--- config.mk ---
export PLATFORM = sky130hd
export DESIGN_NAME = instr_encoder
export DESIGN_NICKNAME = d
export VERILOG_FILES = /design/src/rtl/instr_encoder.sv
export SDC_FILE = /design/constraint.sdc
export NUM_CORES = 1
export LEC_CHECK = 0
export ABC_AREA = 1
export CORE_MARGIN = 1
export CORE_UTILIZATION = 43
export DETAILED_ROUTE_END_ITERATION = 12
export PLACE_DENSITY = 0.78
export SYNTH_ARGS = -nofsm -noshare
export SYNTH_HDL_FRONTEND = slang
export SYNTH_SLANG_ARGS = --single-unit
--- constraint.sdc ---
create_clock -name clk -period 1.5 [get_ports clk]
set_input_delay 0.225 -clock clk [delete_from_list [all_inputs] [get_ports clk]]
set_output_delay 0.225 -clock clk [all_outputs]
set_load 0.02 [all_outputs]
--- src/rtl/instr_encoder.sv ---
// RV32I instruction encoder: packs R/load/store/branch request fields into a
// 32-bit word and tags it with an auto-incrementing byte address.
module instr_encoder (
  input  logic        clk,
  input  logic        reset,
  input  logic        in_valid,
  output logic        in_ready,
  input  logic [1:0]  in_class,
  input  logic [2:0]  in_funct3,
  input  logic        in_alt,
  input  logic [4:0]  in_rd,
  input  logic [4:0]  in_rs1,
  input  logic [4:0]  in_rs2,
  input  logic [12:0] in_imm,
  input  logic        base_load,
  input  logic [31:0] base_addr,
  output logic        out_valid,
  input  logic        out_ready,
  output logic [31:0] out_instr,
  output logic [31:0] out_addr,
  output logic        err,
  output logic [15:0] count
);

  typedef enum logic [1:0] {
    CLS_R      = 2'b00,
    CLS_LOAD   = 2'b01,
    CLS_STORE  = 2'b10,
    CLS_BRANCH = 2'b11
  } instr_class_e;

  localparam logic [6:0] OP_R      = 7'b0110011;
  localparam logic [6:0] OP_LOAD   = 7'b0000011;
  localparam logic [6:0] OP_STORE  = 7'b0100011;
  localparam logic [6:0] OP_BRANCH = 7'b1100011;

  logic [31:0]  addr_cnt;
  logic [31:0]  enc;
  logic [6:0]   funct7;
  logic         accept;
  logic         reject;
  logic         emit;
  logic         base_take;
  instr_class_e cls;

  assign cls       = instr_class_e'(in_class);
  assign funct7    = in_alt ? 7'b0100000 : 7'b0000000;
  assign base_take = base_load && !out_valid;
  // A base reload steals the cycle so no request can pick up a stale address.
  assign in_ready  = (!out_valid || out_ready) && !base_take;
  assign accept    = in_valid && in_ready;
  assign reject    = accept && (cls == CLS_BRANCH) && in_imm[0];
  assign emit      = out_valid && out_ready;

  // NOTE: every output of a combinational block gets a default first, so no
  // path through the case leaves it unassigned and a latch can't be inferred.
  always_comb begin
    enc = '0;
    case (cls)
      CLS_R:      enc = {funct7, in_rs2, in_rs1, in_funct3, in_rd, OP_R};
      CLS_LOAD:   enc = {in_imm[11:0], in_rs1, in_funct3, in_rd, OP_LOAD};
      CLS_STORE:  enc = {in_imm[11:5], in_rs2, in_rs1, in_funct3, in_imm[4:0], OP_STORE};
      CLS_BRANCH: enc = {in_imm[12], in_imm[10:5], in_rs2, in_rs1, in_funct3,
                         in_imm[4:1], in_imm[11], OP_BRANCH};
      default:    enc = '0;
    endcase
  end

  // NOTE: state registers use non-blocking assignments so every flop samples
  // pre-edge values regardless of statement order inside the block.
  always_ff @(posedge clk) begin
    if (reset) begin
      out_valid <= 1'b0;
      out_instr <= '0;
      out_addr  <= '0;
      addr_cnt  <= '0;
      count     <= '0;
      err       <= 1'b0;
    end else begin
      err <= reject;

      if (accept && !reject) begin
        out_instr <= enc;
        out_addr  <= addr_cnt;
        out_valid <= 1'b1;
        addr_cnt  <= addr_cnt + 32'd4;
      end else if (emit) begin
        out_valid <= 1'b0;
      end

      // base_take implies out_valid=0, so it never coincides with an emit or accept.
      if (base_take) begin
        addr_cnt <= base_addr & 32'hFFFF_FFFC;
        count    <= '0;
      end else if (emit && (count != 16'hFFFF)) begin
        count <= count + 16'd1;
      end
    end
  end

endmodule

; After elaboration in Yosys (flattened, before gate mapping)
; Cells that the tools add are included.
; Widths: inputs -> output; s select.
[totals]
rom_bits = 0
ramBits = 0
ff_bits = 114
n_memories = 0
latch_bits = 0
word_cells = 35
out_inout_bits = 83
inputBits = 71
[classes]
n_div = 0
reduce_logical = 16
bitwise = 0
add_sub_neg = 2
shifts = 0
multipliers = 0
mux = 6
eq_ne = 4
n_lt_le_gt_ge = 0
[ops]
columns = operator, count
row1 = $pmux 32 s4, 1
row2 = $mux 32, 2
row3 = $add 32x3->32 const B, 1
row4 = $add 16x1->16 const B, 1
row5 = $ne 16x16->1 const B, 1
row6 = $logic_and 1x1->1, 8
row7 = $mux 6, 1
row8 = $eq 2x2->1 const B, 2
row9 = $reduce_bool 2->1, 2
row10 = $logic_not 1->1, 3
row11 = $eq 2x1->1 const B, 1
row12 = $logic_not 2->1, 1
row13 = $mux 1, 2
row14 = $reduce_or 2->1, 1
row15 = $logic_or 1x1->1, 1

; Depth between registers and ports, before layout
[logic_depth]
depth_word = 11
mapped_depth = 11
mapped_depth_nobuf = 11

; Worst setup path before layout
; Ideal clock, no wire load.
[synth_path]
kind = register to register
from = register count[0]
to = register count[6]
setup_slack_ns = -0.162
stages_incl_launch_ff = 11
period_less_slack_ns = 1.662
arrival_time_ns = 1.593
setup_time_ns = 0.070
required_ns = 1.430
n_path_buf = 1
path_cell_list = dfxtp_1 > ha_1 > nand2_1 > inv_1 > nand2_1 > nor2_2 > nand3_1 > nand3_2 > buf_6 > nand2_1 > a21oi_1
[synth_between]
elab_chain_cells = 2
word_cells_on_any_way = 3
cone_classes = 1 x add/sub / 1 x eq/ne / 1 x reduce/logical
[synth_rtl]
columns = element, line
row1 = start: declaration, 22  ; output logic [15:0] count
row2 = start signal: assignment, 96  ; count <= count + 16'd1;
row3 = "parallel branches: the longest is 2 deep, another holds $add 16x1->16", --
; Several ways; the timed one is not identified.
; A chain may end at the register's enable or synchronous reset.

; Worst setup path in the final report
[layout_path]
from = register addr_cnt[5]
to = register addr_cnt[27]
[layout_between]
elab_chain_cells = 3
[layout_rtl]
columns = element, line
row1 = start: declaration, 37  ; logic [31:0] addr_cnt;
row2 = start signal: assignment, 86  ; addr_cnt <= addr_cnt + 32'd4;
row3 = start signal: assignment, 93  ; addr_cnt <= base_addr & 32'hFFFF_FFFC;
row4 = $add 32x3->32, 86
row5 = $mux 32, 82  ; if (accept && !reject) begin
row6 = $mux 32, 92  ; if (base_take) begin
; No other way between the ends. The select of a mux whose other input is x is not followed.

==> metrics.yaml <==
synthesis:
  async_flop_share_pct: 0
  synth-seq-area-share_pct: 40.7
  synth_top_area_share_pct: 40.7
  yosysTopAreaCell: "dfxtp_1"
  ys_warn_count: 0
  avgSynthCellArea_sq_um: 6.68
  synth_cell_types: 36
  syn_area_sq_um: 5270
  ys_ff_latch: 107
  synth_area_leaders: "dfxtp_1 41%, nand2_1 14%, nor2_1 9.5%, a21oi_1 6.2%, o21ai_0 6.0%"
  synthFlopType: "dfxtp_1"
  synth_edf_count: 0
  synthCells: 789
setup_path:
  crit_path_cell_trace: "nand2_2, buf_4, nor2_1, nand2_1, nor2_2, nand2_1, nand2_1, nand3_1, nand2_1, a21oi_1"
  endpoint: "addr_cnt[27]$_SDFFE_PP0P_"
  reg2reg_from: "addr_cnt[5]$_SDFFE_PP0P_"
  critical_path.max_stage_delay_ps: 380
  r2r_cells: 10
  crit_fanout: 4
  cp-end-kind: "flop"
  crit_arrival_ps: 1730
  cp.required_ps: 1740
  worst_setup_path_start_kind: "flop"
  critPathSlowestCell: "dfxtp_2"
  startpoint: "addr_cnt[5]$_SDFFE_PP0P_"
  worstSetupPathType: "reg -> reg"
  critPathMostFrequentCell: "nand2_1"
  regToRegSetupSlack_ps: 8
  worstReg2RegEnd: "addr_cnt[27]$_SDFFE_PP0P_"
power_and_ir_drop:
  power_density_nw_per_um2: 892
  p_leak_uw: 0.00356
  p_total_uw: 7270
  vdd_ir_drop_max_uv: 763
die:
  dieArea_sq_um: 12700
  fp-row-count: 40
  start_util_pct: 44.0
  die-height_um: 113
  io-pin-count: 154
  die_w_um: 113
  fp.coreArea_sq_um: 12000
grt:
  grt_usage_pct: 24.8
  grt_pass1_vias: 5356
  met3_usage_pct: 4.81
  use_met2_pct: 42.2
  grt_pass1_wl_mm: 25.3
  grt.busiest_layer: "met2"
  gr-usage-met1_pct: 31.4
  overflow: 0
  grt_start_max_net_pins: 37
  antenna_found_initial: 0
clocking:
  clock_latency_ps: 350
  ctsHoldBuffers: 0
  clock_path_buffers: 2
  numCtsBuffers: 9
  cts_max_level: 3
  clkSinkCount: 107
  cts_root_buffer: "clkbuf_16"
  cts_tree: "yes"
  clk_pin_slew_ps: 70
drt:
  num_vias: 5975
  post-route-drc-count: 0
  drtIter0Drc: 599
  drtPass1Iterations: 7
  viasPerCell: 5.19
  detail-route-antenna-nets: 0
  avgRoutedWirePerCell_um: 14.3
  totalWireLength_mm: 16.4
run_status:
  outcome: "finished, final reports clean"
final_layout:
  stdcell_count: 1151
  layout.nets: 1072
  drive_above_1_share_pct: 19.0
  syn_to_final_growth_pct: 54.6
  fin_area_sq_um: 8140
  fin_util_pct: 68.1
  antenna_cells: 0
timing:
  fmax_mhz: 670
  hold_violations: 0
  setup_viol: 0
  rsz0062_at_grt: "true"
  slew_violations: 0
  skew_ps: 10.8
  post-route-min-period_ps: 1490
  finalCritPeriodShare_pct: 99.4
min_path:
  min_path_type: "in -> reg"
  hp-start: "in_imm[0]"
  whs_path_depth: 3
placement:
  io_buffer_count: 147
  hpwlAfterDp_mm: 11.7
  dpl_cell_area_sq_um: 7500
  place.gp.congestion: 0.913
  place_inst: 1126
run:
  max_cap_violations: 0
[cells by family (layout without fill, tap and decap cells)]
kind of cell	after synthesis	count (layout)	share of synthesized area (%)
AOI/OAI and AO/OA	157	157	15.9
other	1	4	0.0712
xor gates and xnor gates	14	14	2.33
and+or+nand+nor	413	414	32.6
DFF	107	107	40.7
buffers and inverters	95	306	8.00
adders and majority gates	2	2	0.475
[per-layer routing]
| layer | part of all wire (%) | vias to the layer above |
|---|---|---|
| met3 | 6.7 | 31 |
| met1 | 43 | 2699 |
| met4 | 2.1 | 0 |
| li1 | - | 2997 |
| met5 | 0 | - |
| met2 | 48 | 248 |
[cell type report]
type	instances	area, sq um
fill	962	3820
multi-input combinational	591	3010
inverter	54	203
clock buffer	12	246
timing repair buffer	236	2250
sequential	107	2170
clock inverter	4	75.1
tap	147	184
[through the flow]
stage	setup WS (ps)	TNS [ps]	hold slack, ps
after floorplan	13.7	0	360
after detailed placement	-354	-28900	455
after global routing	-60.8	-528	210
after global placement	-339	-25080	446
after CTS	0.424	0	442
final	8.48	0	205
[worst min path at each step]
stage | endpoint | slack (ps)
floorplan | out_instr[12]$_SDFFE_PP0P_ | 360
global route | out_instr[20]$_SDFFE_PP0P_ | 210
finish | out_instr[20]$_SDFFE_PP0P_ | 210
CTS | out_instr[24]$_SDFFE_PP0P_ | 440
detailed placement | out_instr[25]$_SDFFE_PP0P_ | 460
global placement | out_instr[4]$_SDFFE_PP0P_ | 450
[registers in the layout (all words and copies together) (netlist names)]
register   flops
addr_cnt      30
count         16
err            1
out_addr      30
out_instr     29
out_valid      1
[cells in the mapped netlist (2+ instances only)]
| cell | count |
|---|---|
| xnor2_1 | 7 |
| ha_1 | 2 |
| nor2_2 | 2 |
| o21ai_1 | 3 |
| inv_2 | 3 |
| nand2_2 | 2 |
| nor3_1 | 12 |
| or2_2 | 2 |
| xor2_1 | 7 |
| a211oi_1 | 3 |
| buf_4 | 9 |
| buf_6 | 2 |
| a21oi_1 | 65 |
| nor2_1 | 133 |
| dfxtp_1 | 107 |
| and2_1 | 2 |
| o211ai_1 | 3 |
| clkbuf_1 | 17 |
| nor2_4 | 3 |
| nand2_1 | 198 |
| inv_1 | 51 |
| nand4_1 | 7 |
| nand3_2 | 3 |
| nand3_1 | 44 |
| a31oi_1 | 15 |
| nand3b_1 | 3 |
| buf_2 | 13 |
| o21ai_0 | 63 |
[power breakdown]
group,internal [uW],total [uW],switching [uW]
clock,1510,2580,1070
combinational,697,1500,805
sequential,3040,3180,148
[worst max-delay path: cells and delay by family (launching register included)]
kind	cells	cell delay, ps
AOI/OAI and AO/OA	1	50
DFF	1	380
and+or+nand+nor	8	810
buffers and inverters	1	160
[repair_timing]
item                                   in CTS  in global routing
setup buffers                               1                  8
cloned                                      0                  1
resized for setup                          94                 89
setup endpoints to repair                  98                 96
pin swaps                                   3                 17
endpoints found under the hold margin       0                  0
[cells in the final DEF (no fill, tap or decap), types with 6 or more instances in the layout]
| cell | n |
|---|---|
| nand2_1 | 185 |
| nor2_1 | 108 |
| dfxtp_1 | 91 |
| dlygate4sd2_1 | 75 |
| buf_4 | 69 |
| clkdlybuf4s50_1 | 64 |
| o21ai_0 | 63 |
| a21oi_1 | 61 |
| inv_1 | 48 |
| nand3_1 | 42 |
| nor2_2 | 17 |
| a31oi_1 | 14 |
| nor2_4 | 13 |
| dfxtp_2 | 13 |
| buf_12 | 12 |
| nand2_2 | 11 |
| nor3_1 | 10 |
| clkbuf_16 | 9 |
| xnor2_1 | 7 |
| nand4_1 | 7 |
| xor2_1 | 7 |
| dlymetal6s2s_1 | 7 |
| inv_2 | 6 |
| buf_6 | 6 |
Note: power is estimated with default switching activity, not from simulation.
